===== src/rtl/mbc3_pkg.sv =====
// Shared MBC3 constants: bus region bases, register keys, RTC select codes and time layout.
// No logic of its own; imported by mbc3_cart and mbc3_rtc.
package mbc3_pkg;

    localparam logic [15:0] ROM0_BASE   = 16'h0000;
    localparam logic [15:0] ROMX_BASE   = 16'h4000;
    localparam logic [15:0] RAMEN_BASE  = 16'h0000;
    localparam logic [15:0] BANK_BASE   = 16'h2000;
    localparam logic [15:0] SEL_BASE    = 16'h4000;
    localparam logic [15:0] LATCH_BASE  = 16'h6000;
    localparam logic [15:0] XRAM_BASE   = 16'hA000;

    // Register writes and the external-RAM window decode on 8 KB granules (a[15:13]).
    localparam logic [2:0] RGN_RAMEN = RAMEN_BASE[15:13];
    localparam logic [2:0] RGN_BANK  = BANK_BASE[15:13];
    localparam logic [2:0] RGN_SEL   = SEL_BASE[15:13];
    localparam logic [2:0] RGN_LATCH = LATCH_BASE[15:13];
    localparam logic [2:0] RGN_XRAM  = XRAM_BASE[15:13];

    localparam logic [3:0] RAM_EN_KEY = 4'hA;

    localparam logic [3:0] RTC_SEL_S  = 4'h8;
    localparam logic [3:0] RTC_SEL_M  = 4'h9;
    localparam logic [3:0] RTC_SEL_H  = 4'hA;
    localparam logic [3:0] RTC_SEL_DL = 4'hB;
    localparam logic [3:0] RTC_SEL_DH = 4'hC;

    typedef struct packed {
        logic       carry;
        logic       halt;
        logic [8:0] day;
        logic [4:0] h;
        logic [5:0] m;
        logic [5:0] s;
    } rtc_time_t;

    function automatic logic is_rtc_sel(input logic [3:0] sel);
        return (sel >= RTC_SEL_S) && (sel <= RTC_SEL_DH);
    endfunction

endpackage


===== src/rtl/mbc3_rtc.sv =====
// MBC3 real-time clock: prescaler, live S/M/H/day counters, register write port, latch snapshot.
// Writes and latch commit on the clk edge; snapshot read is combinational. No backpressure.
module mbc3_rtc
    import mbc3_pkg::*;
#(
    parameter int CLK_HZ = 4194304
) (
    input  logic       clk,
    input  logic       rst,
    input  logic       reg_wr,
    input  logic [3:0] sel,
    input  logic [7:0] wdata,
    input  logic       latch_wr,
    output logic [7:0] rdata
);

    localparam int PW = (CLK_HZ > 1) ? $clog2(CLK_HZ) : 1;
    localparam logic [PW-1:0] PRE_MAX = PW'(CLK_HZ - 1);

    rtc_time_t     live_q, live_d, snap_q, snap_d, ticked;
    logic [PW-1:0] pre_q, pre_d;
    logic [7:0]    last_q, last_d;
    logic          tick;

    // Out-of-range fields roll over on their own width and do not carry.
    always_comb begin
        ticked = live_q;
        if (live_q.s == 6'd59) begin
            ticked.s = 6'd0;
            if (live_q.m == 6'd59) begin
                ticked.m = 6'd0;
                if (live_q.h == 5'd23) begin
                    ticked.h   = 5'd0;
                    ticked.day = live_q.day + 9'd1;
                    if (live_q.day == 9'd511) begin
                        ticked.carry = 1'b1;
                    end
                end else begin
                    ticked.h = live_q.h + 5'd1;
                end
            end else begin
                ticked.m = live_q.m + 6'd1;
            end
        end else begin
            ticked.s = live_q.s + 6'd1;
        end
    end

    always_comb begin
        pre_d  = pre_q;
        live_d = live_q;
        snap_d = snap_q;
        last_d = last_q;
        tick   = 1'b0;
        if (!live_q.halt) begin
            if (pre_q == PRE_MAX) begin
                pre_d = '0;
                tick  = !reg_wr;
            end else begin
                pre_d = pre_q + PW'(1);
            end
        end
        if (tick) begin
            live_d = ticked;
        end
        if (reg_wr) begin
            case (sel)
                RTC_SEL_S: begin
                    live_d.s = wdata[5:0];
                    pre_d    = '0;
                end
                RTC_SEL_M:  live_d.m        = wdata[5:0];
                RTC_SEL_H:  live_d.h        = wdata[4:0];
                RTC_SEL_DL: live_d.day[7:0] = wdata;
                RTC_SEL_DH: begin
                    live_d.day[8] = wdata[0];
                    live_d.halt   = wdata[6];
                    live_d.carry  = wdata[7];
                end
                default: ;
            endcase
        end
        // Snapshot takes the registered (pre-tick) live value on a 00->01 edge of the latch register.
        if (latch_wr) begin
            last_d = wdata;
            if ((last_q == 8'h00) && (wdata == 8'h01)) begin
                snap_d = live_q;
            end
        end
    end

    always_comb begin
        case (sel)
            RTC_SEL_S:  rdata = {2'b00, snap_q.s};
            RTC_SEL_M:  rdata = {2'b00, snap_q.m};
            RTC_SEL_H:  rdata = {3'b000, snap_q.h};
            RTC_SEL_DL: rdata = snap_q.day[7:0];
            RTC_SEL_DH: rdata = {snap_q.carry, snap_q.halt, 5'b00000, snap_q.day[8]};
            default:    rdata = 8'h00;
        endcase
    end

    always_ff @(posedge clk or posedge rst) begin
        if (rst) begin
            live_q <= '0;
            snap_q <= '0;
            pre_q  <= '0;
            last_q <= 8'hFF;
        end else begin
            live_q <= live_d;
            snap_q <= snap_d;
            pre_q  <= pre_d;
            last_q <= last_d;
        end
    end

endmodule


===== src/rtl/mbc3_cart.sv =====
// MBC3 cartridge controller: bank/RAM-enable/select registers, ROM/SRAM address and read-data muxing.
// Register writes commit on the clk edge; addresses, dout and ram_we are combinational. No backpressure.
// RTC and latch are built only when MBC3_RTC_EN is defined.
module mbc3_cart
    import mbc3_pkg::*;
#(
    parameter int CLK_HZ = 4194304
) (
    input  logic        clk,
    input  logic        rst,
    input  logic [15:0] a,
    input  logic [7:0]  din,
    output logic [7:0]  dout,
    input  logic        wr,
    input  logic        rd,
    input  logic        cs,
    output logic [20:0] rom_addr,
    input  logic [7:0]  rom_rdata,
    output logic [14:0] ram_addr,
    input  logic [7:0]  ram_rdata,
    output logic [7:0]  ram_wdata,
    output logic        ram_we
);

    logic [6:0] rom_bank_q, rom_bank_d;
    logic [3:0] sel_q, sel_d;
    logic       ram_en_q, ram_en_d;
    logic [2:0] rgn;
    logic [6:0] eff_bank;
    logic       xram_ok, sel_ram, sel_rtc;
    logic [7:0] rtc_rdata;
    logic       unused_ok;

    assign rgn = a[15:13];

    always_comb begin
        rom_bank_d = rom_bank_q;
        sel_d      = sel_q;
        ram_en_d   = ram_en_q;
        if (wr) begin
            case (rgn)
                RGN_RAMEN: ram_en_d   = (din[3:0] == RAM_EN_KEY);
                RGN_BANK:  rom_bank_d = din[6:0];
                RGN_SEL:   sel_d      = din[3:0];
                default: ;
            endcase
        end
    end

    always_ff @(posedge clk or posedge rst) begin
        if (rst) begin
            rom_bank_q <= 7'd1;
            sel_q      <= 4'd0;
            ram_en_q   <= 1'b0;
        end else begin
            rom_bank_q <= rom_bank_d;
            sel_q      <= sel_d;
            ram_en_q   <= ram_en_d;
        end
    end

    // Bank 0 in the switchable window aliases to bank 1.
    assign eff_bank  = (rom_bank_q == 7'd0) ? 7'd1 : rom_bank_q;
    assign rom_addr  = a[14] ? {eff_bank, a[13:0]} : {7'd0, a[13:0]};
    assign ram_addr  = {sel_q[1:0], a[12:0]};
    assign ram_wdata = din;
    assign xram_ok   = (rgn == RGN_XRAM) && cs && ram_en_q;
    assign sel_ram   = (sel_q[3:2] == 2'b00);
    assign ram_we    = wr && xram_ok && sel_ram;

`ifdef MBC3_RTC_EN
    assign sel_rtc = is_rtc_sel(sel_q);

    mbc3_rtc #(
        .CLK_HZ(CLK_HZ)
    ) u_rtc (
        .clk     (clk),
        .rst     (rst),
        .reg_wr  (wr && xram_ok && sel_rtc),
        .sel     (sel_q),
        .wdata   (din),
        .latch_wr(wr && (rgn == RGN_LATCH)),
        .rdata   (rtc_rdata)
    );
`else
    assign sel_rtc   = 1'b0;
    assign rtc_rdata = 8'hFF;
`endif

    always_comb begin
        if (!a[15]) begin
            dout = rom_rdata;
        end else if (xram_ok && sel_ram) begin
            dout = ram_rdata;
        end else if (xram_ok && sel_rtc) begin
            dout = rtc_rdata;
        end else begin
            dout = 8'hFF;
        end
    end

    assign unused_ok = ^{rd, (CLK_HZ == 0)};

endmodule


===== config.mk =====
export PLATFORM = sky130hd
export DESIGN_NAME = mbc3_cart
export DESIGN_NICKNAME = d
export VERILOG_FILES = /design/src/rtl/mbc3_pkg.sv /design/src/rtl/mbc3_rtc.sv /design/src/rtl/mbc3_cart.sv
export SDC_FILE = /design/constraint.sdc
export NUM_CORES = 1
export LEC_CHECK = 0
export CORE_ASPECT_RATIO = 1.4
export CORE_MARGIN = 8
export CORE_UTILIZATION = 34
export CTS_BUF_LIST = sky130_fd_sc_hd__clkbuf_8
export DETAILED_ROUTE_END_ITERATION = 7
export GPL_TIMING_DRIVEN = 0
export PLACE_DENSITY = 0.94
export SLEW_MARGIN = 5
export SYNTH_ARGS = -nofsm -noshare
export SYNTH_HDL_FRONTEND = slang
export SYNTH_SLANG_ARGS = --single-unit
export TNS_END_PERCENT = 1

===== constraint.sdc =====
create_clock -name clk -period 2.06 [get_ports clk]
set_input_delay 0.309 -clock clk [delete_from_list [all_inputs] [get_ports clk]]
set_output_delay 0.309 -clock clk [all_outputs]
set_load 0.02 [all_outputs]

==> results of run 1 <==
registers in the layout, summed over array words and instances, names as in the netlist:
| register | cells |
|---|---|
| rom_bank_q | 7 |
| sel_q | 4 |
| ram_en_q | 1 |
worst max-delay path by stage:
stage | slack [ns] | cells past startpoint | endpoint
floorplan | 0.61 | 4 | dout[0]
global placement | -0.38 | 6 | ram_we
detailed placement | -0.40 | 6 | ram_we
CTS | -0.04 | 6 | dout[6]
global route | -0.10 | 6 | dout[0]
finish | -0.03 | 6 | dout[1]
power by group:
| part | switching, uW | internal, uW | leakage (uW) |
|---|---|---|---|
| Clock | 80.9 | 168 | 0.0000288 |
| Combinational | 205 | 296 | 0.000711 |
| Sequential | 31.6 | 289 | 0.000144 |
cell usage in the layout (no fill, tap or decap):
cell type / instances
clkdlybuf4s50_1: 71
buf_4: 39
nor2_1: 16
dfrtp_1: 11
a31oi_1: 8
mux2_4: 7
and2_1: 6
clkdlybuf4s15_1: 6
mux2_2: 5
clkbuf_8: 4
buf_6: 3
and4b_1: 2
buf_1: 2
clkbuf_2: 2
and4bb_1: 1
nor4bb_1: 1
nor4b_2: 1
and4bb_2: 1
nor2b_1: 1
nor4_1: 1
nor3b_1: 1
a22o_1: 1
inv_1: 1
dlygate4sd2_1: 1
dlymetal6s2s_1: 1
dfstp_2: 1
per-stage QoR:
| stage | util, % | hold slack (ns) | setup WS (ns) |
|---|---|---|---|
| CTS | 68.17 | 0.3885 | -0.04323 |
| global route | 67.78 | 0.4314 | -0.1040 |
| finish | 67.78 | 0.3749 | -0.02593 |
| detailed placement | 66.13 | 0.4901 | -0.3986 |
| global placement | 66.13 | 0.4838 | -0.3826 |
| floorplan | - | 0.1730 | 0.6053 |
per-layer routing:
layer	GRT usage, %	up-vias	routed length (microns)
met2	24.30	67	1831
met1	13.76	455	1295
li1	-	499	-
met4	6.865	0	88
met3	6.327	6	393
met5	0	-	0
cells by family (layout without fill, tap and decap cells):
logic type             count (synthesis)  count (layout)
AOI/OAI and AO/OA                      9               9
muxes                                 12              12
DFF                                   12              12
and+or+nand+nor                       31              31
buffers and inverters                 44             130
area by class of cell:
| cell class | instances | area, sq um |
|---|---|---|
| buffer | 43 | 326.6 |
| clock buffer | 4 | 55.05 |
| fill | 225 | 927.1 |
| inverter | 1 | 3.754 |
| multi-input combinational | 52 | 407.9 |
| sequential | 12 | 301.5 |
| tap | 37 | 46.29 |
| timing repair buffer | 82 | 809.5 |
critical path, stage by stage:
cell and delay (ns):
clkdlybuf4s50_1 0.50, buf_6 0.14, and4b_1 0.19, buf_4 0.16, a31oi_1 0.14, clkdlybuf4s15_1 0.33
==> flow_summary.json, run 1 <==
{
  "synth_fa_ha_area_share_pct": 0,
  "die_h_microns": 81.32,
  "relSlewSlack_pct": 70.13,
  "critPathKind": "in2out",
  "fin_nets": 240,
  "place_hpwl_mm": 3.117,
  "clockBufferDepth": 2,
  "layout-drive-gt1-share_pct": 32.47,
  "dpl_cell_area_sq_um": 1903,
  "rows": 23,
  "leakagePower_uw": 0.0008843,
  "fin_area_sq_um": 1951,
  "avgSynthCellArea_sq_um": 9.593,
  "synth.area.mux_share_pct": 15.58,
  "clk_pin_slew_worst_paths_ns": 0.05,
  "yosysTopAreaCellShare_pct": 28.26,
  "ant_nets": 0,
  "end_kind": "output pin",
  "final.setup_skew_ns": 0,
  "via_per_inst": 4.446,
  "globalplace.congestion": 0.7231,
  "core_area_sq_um": 2878,
  "cts_buffers": 3,
  "synthToLayoutAreaGrowth_pct": 88.28,
  "synth-edff-count": 0,
  "drcViolationCount": 0,
  "rsz0062_at_grt": "true",
  "yosys.cell_count.top_type": "buf_4",
  "power.density_nw_per_um2": 549.0,
  "clk_latency_ns": 0.23,
  "worstSetupStartpointType": "input port",
  "io_pins": 98,
  "cp_max_fo": 10,
  "dpl.cell_count": 227,
  "antennaDiodeCount": 0,
  "synth_nets": 153,
  "hold_viol_final": 0,
  "rrSetupSlack_ns": 1.08,
  "start_util_pct": 36.00,
  "fin_crit_sh_pct": 101.3,
  "fmax_mhz": 479.4,
  "die_x_microns": 62.65,
  "via_count": 1027,
  "dr.pass1.iters": 4,
  "synth_simple_gate_area_share_pct": 18.12,
  "ys_seq_area_share_pct": 29.11,
  "wirelength_mm": 3.609,
  "setup_violations": 5,
  "die_area_sq_um": 5094,
  "first_global_vias": 1062,
  "drv_cap": 0,
  "hold_class": "in2async",
  "synth_area_sq_um": 1036,
  "cp-startpoint": "a[14]",
  "failed_checks": "setup timing",
  "synth_top_cell_by_area": "buf_4",
  "crit_required_ns": 1.75,
  "netlist_instances": 108,
  "postCtsSetupRepairBufs": 0,
  "timing.rr.start": "sel_q[2]",
  "cts_sinks": 12,
  "max-vdd-ir-drop_uv": 444.6,
  "yosys-top-cells-area": "buf_4, dfrtp_1, mux2_4",
  "outcome": "complete, but fails checks",
  "synthDistinctLibCells": 20,
  "synth_top_family_by_area": "buffers and inverters",
  "cts-root-buf": "clkbuf_8",
  "synth_warnings": 0,
  "rr_worst_depth": 2,
  "fin_setup_tns_ns": -0.07858,
  "gr-total-overflow": 0,
  "synth_top_flop_cell": "dfrtp_1",
  "async_flop_share_pct": 100.0,
  "grt_pass1_wl_mm": 5.671,
  "antenna_found_initial": 0,
  "final_cells": 231,
  "track_usage_pct": 13.85,
  "setup_slack_ns": -0.02593,
  "port_buffers": 82,
  "worstMarginPinSlew_ns": 0.4476,
  "synth_seq_cells": 12,
  "htreeDepth": 1,
  "grt_start_max_net_pins": 13,
  "rr_endpoint": "sel_q[2]",
  "synth.top_cells.by_count": "buf_4, nor2_1, dfrtp_1",
  "fin_crit_ns": 2.086,
  "final_max_slew_viol_count": 0,
  "synth_xor_area_share_pct": 0,
  "p_total_uw": 1071,
  "dr.first_iter.drc_count": 30,
  "synth-compound-area-share_pct": 5.676,
  "wl_per_cell_microns": 15.62,
  "cts_tree": "built",
  "postCtsHoldBufs": 0,
  "post_cts_resized": 21,
  "crit_arrival_ns": 1.78
}
Note: power is estimated with default switching activity, not from simulation.
==> inputs of run 2 (changes only) <==
--- a/config.mk
+++ b/config.mk
@@ -5,8 +5,8 @@
 export SDC_FILE = /design/constraint.sdc
 export NUM_CORES = 1
 export LEC_CHECK = 0
+export ABC_CLOCK_PERIOD_IN_PS = 2060
 export CORE_ASPECT_RATIO = 1.4
-export CORE_MARGIN = 8
 export CORE_UTILIZATION = 34
 export CTS_BUF_LIST = sky130_fd_sc_hd__clkbuf_8
 export DETAILED_ROUTE_END_ITERATION = 7
==> run 2 against run 1 <==
The run still ends with setup timing left; first-iteration DRC count shrank 50%; combinational power shrank 1%; sequential share of layout area grew 0.10 points; cell count is the same; via count shrank 1.1%; global-route usage grew 2.8 points; core utilization shrank 0.43 points; clock skew is the same; sequential power is essentially flat; critical path depth is the same; die area shrank 36%; maximum frequency grew 0.30%.
==> flow_summary.json, run 2 (synthesized netlist as in run 1, its figures left out) <==
{
  "gr-total-overflow": 0,
  "power.density_nw_per_um2": 532.0,
  "setup_slack_ns": -0.01973,
  "grt_start_max_net_pins": 13,
  "largestRegisters": "rom_bank_q: 7 flops, sel_q: 4 flops, ram_en_q: 1 flops",
  "hold_viol_final": 0,
  "dr.pass1.iters": 3,
  "rows": 23,
  "crit_required_ns": 1.75,
  "fin_crit_ns": 2.080,
  "intPower_uw": 714.9,
  "layout-drive-gt1-share_pct": 32.47,
  "die_x_microns": 48.65,
  "final_cells": 231,
  "outcome": "complete, but fails checks",
  "via_per_inst": 4.398,
  "pwr-share-clk_pct": 20.7,
  "port_buffers": 82,
  "fin_util_pct": 67.35,
  "clk_pin_slew_worst_paths_ns": 0.05,
  "antennaDiodeCount": 0,
  "dpl.cell_count": 227,
  "htreeDepth": 1,
  "p_sw_share_pct": 30.67,
  "core_area_sq_um": 2878,
  "dr.first_iter.drc_count": 15,
  "relSlewSlack_pct": 71.06,
  "wl_per_cell_microns": 11.94,
  "io_pins": 98,
  "cts_buffers": 3,
  "grt_pass1_wl_mm": 4.181,
  "cts_tree": "built",
  "mostFrequentLayoutCell": "clkdlybuf4s50_1",
  "crit_arrival_ns": 1.77,
  "fin_nets": 240,
  "track_usage_pct": 16.63,
  "synthToLayoutAreaGrowth_pct": 87.08,
  "layout_common_cells": "clkdlybuf4s50_1, buf_4, nor2_1, dfrtp_1, a31oi_1",
  "place_hpwl_mm": 2.326,
  "postCtsSetupRepairBufs": 0,
  "fmax_mhz": 480.8,
  "max-vdd-ir-drop_uv": 620.4,
  "cp_max_fo": 10,
  "combPwrFrac_pct": 48.2,
  "fin_crit_sh_pct": 101.0,
  "cts-root-buf": "clkbuf_8",
  "cts_sinks": 12,
  "drcViolationCount": 0,
  "p_switching_uw": 316.2,
  "rsz0062_at_grt": "true",
  "failed_checks": "setup timing",
  "drv_cap": 0,
  "final_max_slew_viol_count": 0,
  "rrSetupSlack_ns": 1.09,
  "worstSetupStartpointType": "input port",
  "critPathKind": "in2out",
  "final.setup_skew_ns": 0,
  "die_area_sq_um": 3275,
  "ant_nets": 0,
  "die_h_microns": 67.32,
  "leakagePower_uw": 0.0008956,
  "clockBufferDepth": 2,
  "first_global_vias": 927,
  "setup_violations": 5,
  "largest_register_ffs": 7,
  "globalplace.congestion": 0.6912,
  "wirelength_mm": 2.757,
  "end_kind": "output pin",
  "worstMarginPinSlew_ns": 0.4336,
  "p_total_uw": 1031,
  "antenna_found_initial": 0,
  "top_register": "rom_bank_q",
  "hold_class": "in2async",
  "start_util_pct": 36.00,
  "seq_power_share_pct": 31.1,
  "clk_latency_ns": 0.24,
  "postCtsHoldBufs": 0,
  "via_count": 1016
}
run 2: cell count changes in the layout (fill, tap and decap cells not counted):
cell | before | now
buf_2 | 0 | 1
clkbuf_8 | 4 | 3
clkdlybuf4s15_1 | 6 | 5
clkdlybuf4s50_1 | 71 | 70
dlymetal6s2s_1 | 1 | 2
inv_1 | 1 | 2
run 2: worst paths after layout:
| check | depth (start not counted) | from | to |
|---|---|---|---|
| setup / recovery | 6 | a[14] | dout[0] |
| hold / removal | 2 | rst | rom_bank_q[5] |
| setup reg to reg | 2 | sel_q[2] | sel_q[2] |
| hold reg to reg | 1 | ram_en_q | ram_en_q |
| max in group asynchronous | 2 | rst | rom_bank_q[0] |
| min in group clk | 1 | ram_en_q | ram_en_q |
run 2: what timing repair did:
action | in CTS | in global routing
cloned | 0 | 0
setup endpoints to repair | 10 | 11
pin swaps | 0 | 0
gates resized for setup | 19 | 13
run 2: layout make-up:
cell class	count	area (sq um)
buffer	43	326.6
sequential	12	301.5
inverter	1	3.754
timing repair buffer	82	807.0
clock buffer	3	41.29
tap	37	46.29
fill	216	939.7
multi-input combinational	52	407.9
clock inverter	1	3.754
run 2: worst max-delay path, cell delays in order:
cell and delay [ns]:
clkdlybuf4s50_1 0.51, buf_6 0.14, and4b_1 0.19, buf_4 0.16
a31oi_1 0.13, clkdlybuf4s15_1 0.33
run 2: metal layers:
| metal | routed length, microns | track usage, % | part of all wire, % | up-vias |
|---|---|---|---|---|
| li1 | - | - | - | 500 |
| met1 | 1013 | 17.56 | 37 | 457 |
| met2 | 1463 | 30.38 | 53 | 55 |
| met3 | 226 | 3.604 | 8.2 | 4 |
| met4 | 54 | 9.926 | 2.0 | 0 |
| met5 | 0 | 0 | 0 | - |
run 2: metrics by stage:
step	setup WS, ns	hold slack [ns]	TNS (ns)	instance area, sq um
detailed placement	-0.3630	0.4933	-3.081	1903
finish	-0.01973	0.3709	-0.07205	1938
global route	-0.1124	0.4192	-0.5078	1938
floorplan	0.6053	0.1730	0	1036
CTS	-0.06877	0.3823	-0.3136	1947
global placement	-0.3620	0.4838	-3.058	1903
run 2: power by group through the flow:
| stage | clock [uW] | sequential [uW] | combinational, uW |
|---|---|---|---|
| floorplan | 0 | 312 | 292 |
| global placement | 0 | 322 | 499 |
| global route | 231 | 328 | 526 |
| detailed placement | 0 | 324 | 508 |
| CTS | 220 | 320 | 503 |
| finish | 214 | 321 | 497 |
